### src/rtl/ifu_fetch.sv
// Instruction fetch unit: owns the PC, fetches one word per instruction and hands it to the core.
// Optional misaligned-PC fault reporting is enabled by defining IFU_ALIGN_CHECK_EN.
module ifu_fetch #(
    parameter logic [31:0] RESET_PC       = 32'h80000000,
    parameter int          TIMEOUT_CYCLES = 255,
    parameter int          CNT_W          = 8
) (
    input  logic        clk,
    input  logic        reset,
    output logic        imem_req_valid,
    input  logic        imem_req_ready,
    output logic [31:0] imem_req_addr,
    input  logic        imem_rsp_valid,
    input  logic [31:0] imem_rsp_data,
    input  logic        imem_rsp_err,
    output logic        inst_valid,
    input  logic        inst_ready,
    output logic [31:0] inst,
    output logic [31:0] inst_pc,
    output logic [1:0]  inst_fault,
    input  logic        wb_valid,
    input  logic [31:0] wb_next_pc,
    output logic [31:0] pc,
    output logic [1:0]  o_dbg_state
);

    // Handshakes: a request transfers on a cycle where imem_req_valid && imem_req_ready;
    // an instruction transfers on inst_valid && inst_ready. imem_rsp_valid and wb_valid
    // are single-cycle strobes with no back-pressure.
    typedef enum logic [1:0] {
        S_REQ  = 2'd0,
        S_WAIT = 2'd1,
        S_OUT  = 2'd2,
        S_EXEC = 2'd3
    } state_t;

    localparam logic [CNT_W-1:0] TO_LAST = CNT_W'(TIMEOUT_CYCLES - 1);

    state_t           r_state;
    logic [31:0]      r_pc;
    logic [31:0]      r_inst;
    logic [31:0]      r_inst_pc;
    logic [1:0]       r_fault;
    logic             r_inst_valid;
    logic [CNT_W-1:0] r_cnt;

    logic [31:0]      w_next_pc;
    logic             w_misaligned;
    logic             w_timeout;

`ifdef IFU_ALIGN_CHECK_EN
    assign w_next_pc    = wb_next_pc;
    assign w_misaligned = (r_pc[1:0] != 2'b00);
`else
    assign w_next_pc    = wb_next_pc & ~32'h3;
    assign w_misaligned = 1'b0;
`endif

    assign w_timeout = (TIMEOUT_CYCLES != 0) && (r_cnt == TO_LAST);

    assign imem_req_valid = !reset && (r_state == S_REQ) && !w_misaligned;
    assign imem_req_addr  = r_pc;
    assign inst_valid     = r_inst_valid;
    assign inst           = r_inst;
    assign inst_pc        = r_inst_pc;
    assign inst_fault     = r_fault;
    assign pc             = r_pc;
    assign o_dbg_state    = r_state;

    always_ff @(posedge clk) begin
        if (reset) begin
            r_state      <= S_REQ;
            r_pc         <= RESET_PC;
            r_inst       <= 32'h0;
            r_inst_pc    <= 32'h0;
            r_fault      <= 2'd0;
            r_inst_valid <= 1'b0;
            r_cnt        <= '0;
        end else begin
            case (r_state)
                S_REQ: begin
                    if (w_misaligned) begin
                        r_inst       <= 32'h0;
                        r_inst_pc    <= r_pc;
                        r_fault      <= 2'd3;
                        r_inst_valid <= 1'b1;
                        r_state      <= S_OUT;
                    end else if (imem_req_ready) begin
                        r_cnt   <= '0;
                        r_state <= S_WAIT;
                    end
                end
                S_WAIT: begin
                    r_cnt <= r_cnt + 1'b1;
                    // A response in the final timeout cycle still wins.
                    if (imem_rsp_valid) begin
                        r_inst       <= imem_rsp_err ? 32'h0 : imem_rsp_data;
                        r_inst_pc    <= r_pc;
                        r_fault      <= imem_rsp_err ? 2'd1 : 2'd0;
                        r_inst_valid <= 1'b1;
                        r_state      <= S_OUT;
                    end else if (w_timeout) begin
                        r_inst       <= 32'h0;
                        r_inst_pc    <= r_pc;
                        r_fault      <= 2'd2;
                        r_inst_valid <= 1'b1;
                        r_state      <= S_OUT;
                    end
                end
                S_OUT: begin
                    if (inst_ready) begin
                        r_inst_valid <= 1'b0;
                        if (wb_valid) begin
                            r_pc    <= w_next_pc;
                            r_state <= S_REQ;
                        end else begin
                            r_state <= S_EXEC;
                        end
                    end
                end
                S_EXEC: begin
                    if (wb_valid) begin
                        r_pc    <= w_next_pc;
                        r_state <= S_REQ;
                    end
                end
                default: r_state <= S_REQ;
            endcase
        end
    end

endmodule

### config.mk
export PLATFORM = sky130hd
export DESIGN_NAME = ifu_fetch
export DESIGN_NICKNAME = d
export VERILOG_FILES = /design/src/rtl/ifu_fetch.sv
export SDC_FILE = /design/constraint.sdc
export NUM_CORES = 1
export LEC_CHECK = 0
export CORE_MARGIN = 2
export CORE_UTILIZATION = 40
export CTS_BUF_LIST = sky130_fd_sc_hd__clkbuf_4 sky130_fd_sc_hd__clkbuf_8
export DETAILED_ROUTE_END_ITERATION = 16
export HOLD_SLACK_MARGIN = 0.05
export PLACE_DENSITY_LB_ADDON = 0.25
export SLEW_MARGIN = 20
export SYNTH_ARGS = -nofsm -noshare
export SYNTH_HDL_FRONTEND = slang
export SYNTH_SLANG_ARGS = --single-unit
### constraint.sdc
create_clock -name clk -period 2 [get_ports clk]
set_input_delay 0.6 -clock clk [delete_from_list [all_inputs] [get_ports clk]]
set_output_delay 0.6 -clock clk [all_outputs]
set_load 0.1 [all_outputs]
==> impl_metrics.py <==
metrics = {
    "clock_network": {
        "clk_latency_ps": 370,
        "cts_resized": 0,
        "cts_tree": "done",
        "post-cts-setup-buffers": 0,
        "htree_levels": 3,
        "clk_pin_slew_ps": 110,
        "hold_buffers": 0,
        "numCtsBuffers": 9,
        "cts-root-buf": "clkbuf_8",
        "cts.sinks": 105,
        "cts.path.max_buffers": 2,
    },
    "synthesis": {
        "ys.flop_type": "dfxtp_1",
        "synth.cell_area_um2": 5180,
        "yosysWarnings": 0,
        "synth-seq-cells": 105,
        "ys_async_sr_fraction_pct": 0,
        "synth_edf_count": 0,
        "seq_area_frac_synth_pct": 40.6,
        "synth_cell_types": 36,
        "synth.avg_cell_area_um2": 8.53,
        "synth_cells": 607,
    },
    "worst_setup_path": {
        "critPathKind": "flop to output pin",
        "crit_path_start_kind": "flop",
        "required_ps": 1400,
        "worstPathArrival_ps": 1270,
        "worstSetupEndpointType": "output pin",
        "path_max_fanout": 15,
    },
    "sta": {
        "hold_viol": 0,
        "tightest_slew_ps": 712,
        "setup_tns_ps": 0,
        "fin_crit_sh_pct": 93.3,
        "max_slew_margin_pct": 52.5,
        "max_freq_ghz": 0.536,
        "setup_viol": 0,
        "fin_crit_ps": 1870,
        "rsz0062_at_grt": "false",
        "final-max-slew-violation-count": 0,
        "fin_skew_ps": 14.6,
    },
    "route": {
        "drt_pass1_iterations": 4,
        "first_iter_violations": 318,
        "ant_nets": 0,
        "vias": 5325,
        "route.detailed.drc": 0,
        "vias_per_cell": 5.76,
        "wire_per_inst_um": 17.9,
        "drt-total-wl_mm": 16.5,
    },
    "layout": {
        "insertedDiodeCount": 0,
        "regArea_um2": 2140,
        "nets": 820,
        "mostFrequentLayoutCell": "buf_12",
        "multi_input_area_um2": 2500,
        "area_growth_pct": 66.6,
        "fill_cells": 1001,
        "drive_gt1_share_pct": 29.8,
        "final_cell_mix": "135 x buf_12, 134 x a21oi_1, 73 x dfxtp_1",
        "fin_util_pct": 68.3,
    },
    "status": {
        "status": "completed",
    },
    "die": {
        "die_y_um": 118,
        "dieArea_um2": 13900,
        "ios": 205,
        "core_um2": 12600,
        "start_util_pct": 41.0,
        "rows": 41,
        "die_w_um": 118,
    },
    "power": {
        "leakagePower_nw": 3.05,
        "ir_worst_vdd_uv": 347,
        "p_per_area_nw_per_um2": 543,
    },
    "global_route": {
        "antenna_found_initial": 0,
        "grt_pass1_vias": 5355,
        "grt_usage_pct": 23.9,
        "grt_max_degree": 64,
        "grt_overflow": 0,
        "grt_pass1_wl_mm": 27.5,
    },
    "hold_path": {
        "hp-class": "flop to flop",
    },
    "flow_run": {
        "cap_viol_max_count": 0,
    },
    "placed_design": {
        "io_buffer_count": 196,
        "dp_hpwl_mm": 11.5,
        "gp_congestion": 0.745,
    },
}
-- sequential cells by signal, summed over array words and instances (netlist names) --
| register | count |
|---|---|
| inst_fault | 2 |
| inst_pc | 30 |
| inst | 32 |
| inst_valid | 1 |
| o_dbg_state | 2 |
| imem_req_addr | 30 |
| r_cnt | 8 |
-- per-layer routing --
layer	GRT usage [%]	part of all wire, %	vias up
li1	-	-	2514
met1	29.7	40	2566
met2	40.3	50	215
met3	6.10	7.5	30
met4	8.28	2.5	0
met5	0	0	-
-- worst max-delay path: stages, from the launching register on --
cell and delay, ps:
dfxtp_2 450, nor3_4 250, buf_12 200
-- worst paths after layout --
check / startpoint / cells past startpoint / slack, ps / end
setup / recovery: o_dbg_state[1] / 2 / 130 / imem_req_valid
hold / removal: r_cnt[1] / 2 / 520 / r_cnt[1]
setup reg to reg: r_cnt[0] / 6 / 320 / inst_pc[12]
hold reg to reg: r_cnt[1] / 2 / 520 / r_cnt[1]
-- kinds of logic after synthesis --
logic type | Yosys count | share of synthesized area (%)
AO/OA/AOI/OAI | 242 | 29.4
adder cells (fa/ha/maj) | 2 | 0.483
buffers and inverters | 108 | 11.9
flip-flops | 105 | 40.6
multiplexers | 1 | 0.218
other | 1 | 0.0724
AND/OR/NAND/NOR | 148 | 17.3
-- report_power, final --
group,internal [mW],switching (mW),leakage (nW),total [mW]
Clock,0.486,0.783,0.0920,1.27
Combinational,0.449,0.753,2.10,1.20
Sequential,2.14,0.0794,0.863,2.21
-- cell type report --
class	count	share of cell area, %
clock inverter	6	0.624
timing repair buffer	228	41.4
inverter	4	0.174
tap	172	2.50
clock buffer	10	1.52
multi-input combinational	399	29.0
sequential	105	24.8
-- cells in the mapped netlist (4+ instances only) --
cell | count | share of area [%]
nand2_1 | 62 | 4.5
a211oi_1 | 26 | 3.8
buf_6 | 5 | 1.1
inv_1 | 4 | 0.29
or3_1 | 4 | 0.48
clkbuf_1 | 44 | 3.2
and4b_1 | 30 | 5.8
dfxtp_1 | 105 | 41
a21oi_1 | 134 | 13
a211oi_2 | 8 | 1.9
nand4_1 | 31 | 3.7
o211ai_1 | 65 | 9.4
buf_4 | 42 | 6.1
nand3_1 | 7 | 0.68
buf_2 | 13 | 1.3
-- metrics by stage --
stage / cells / instance area [um^2] / power (mW) / hold slack [ps] / setup slack, ps
floorplan: 612 / 5280 / 2.98 / 474 / -433
global placement: 908 / 8440 / 3.44 / 485 / -40.5
detailed placement: 908 / 8440 / 3.46 / 508 / -99.5
CTS: 924 / 8620 / 4.71 / 523 / 133
global route: 924 / 8620 / 4.84 / 553 / 83.9
finish: 924 / 8620 / 4.68 / 522 / 133
Power figures use the tool's default switching activity.
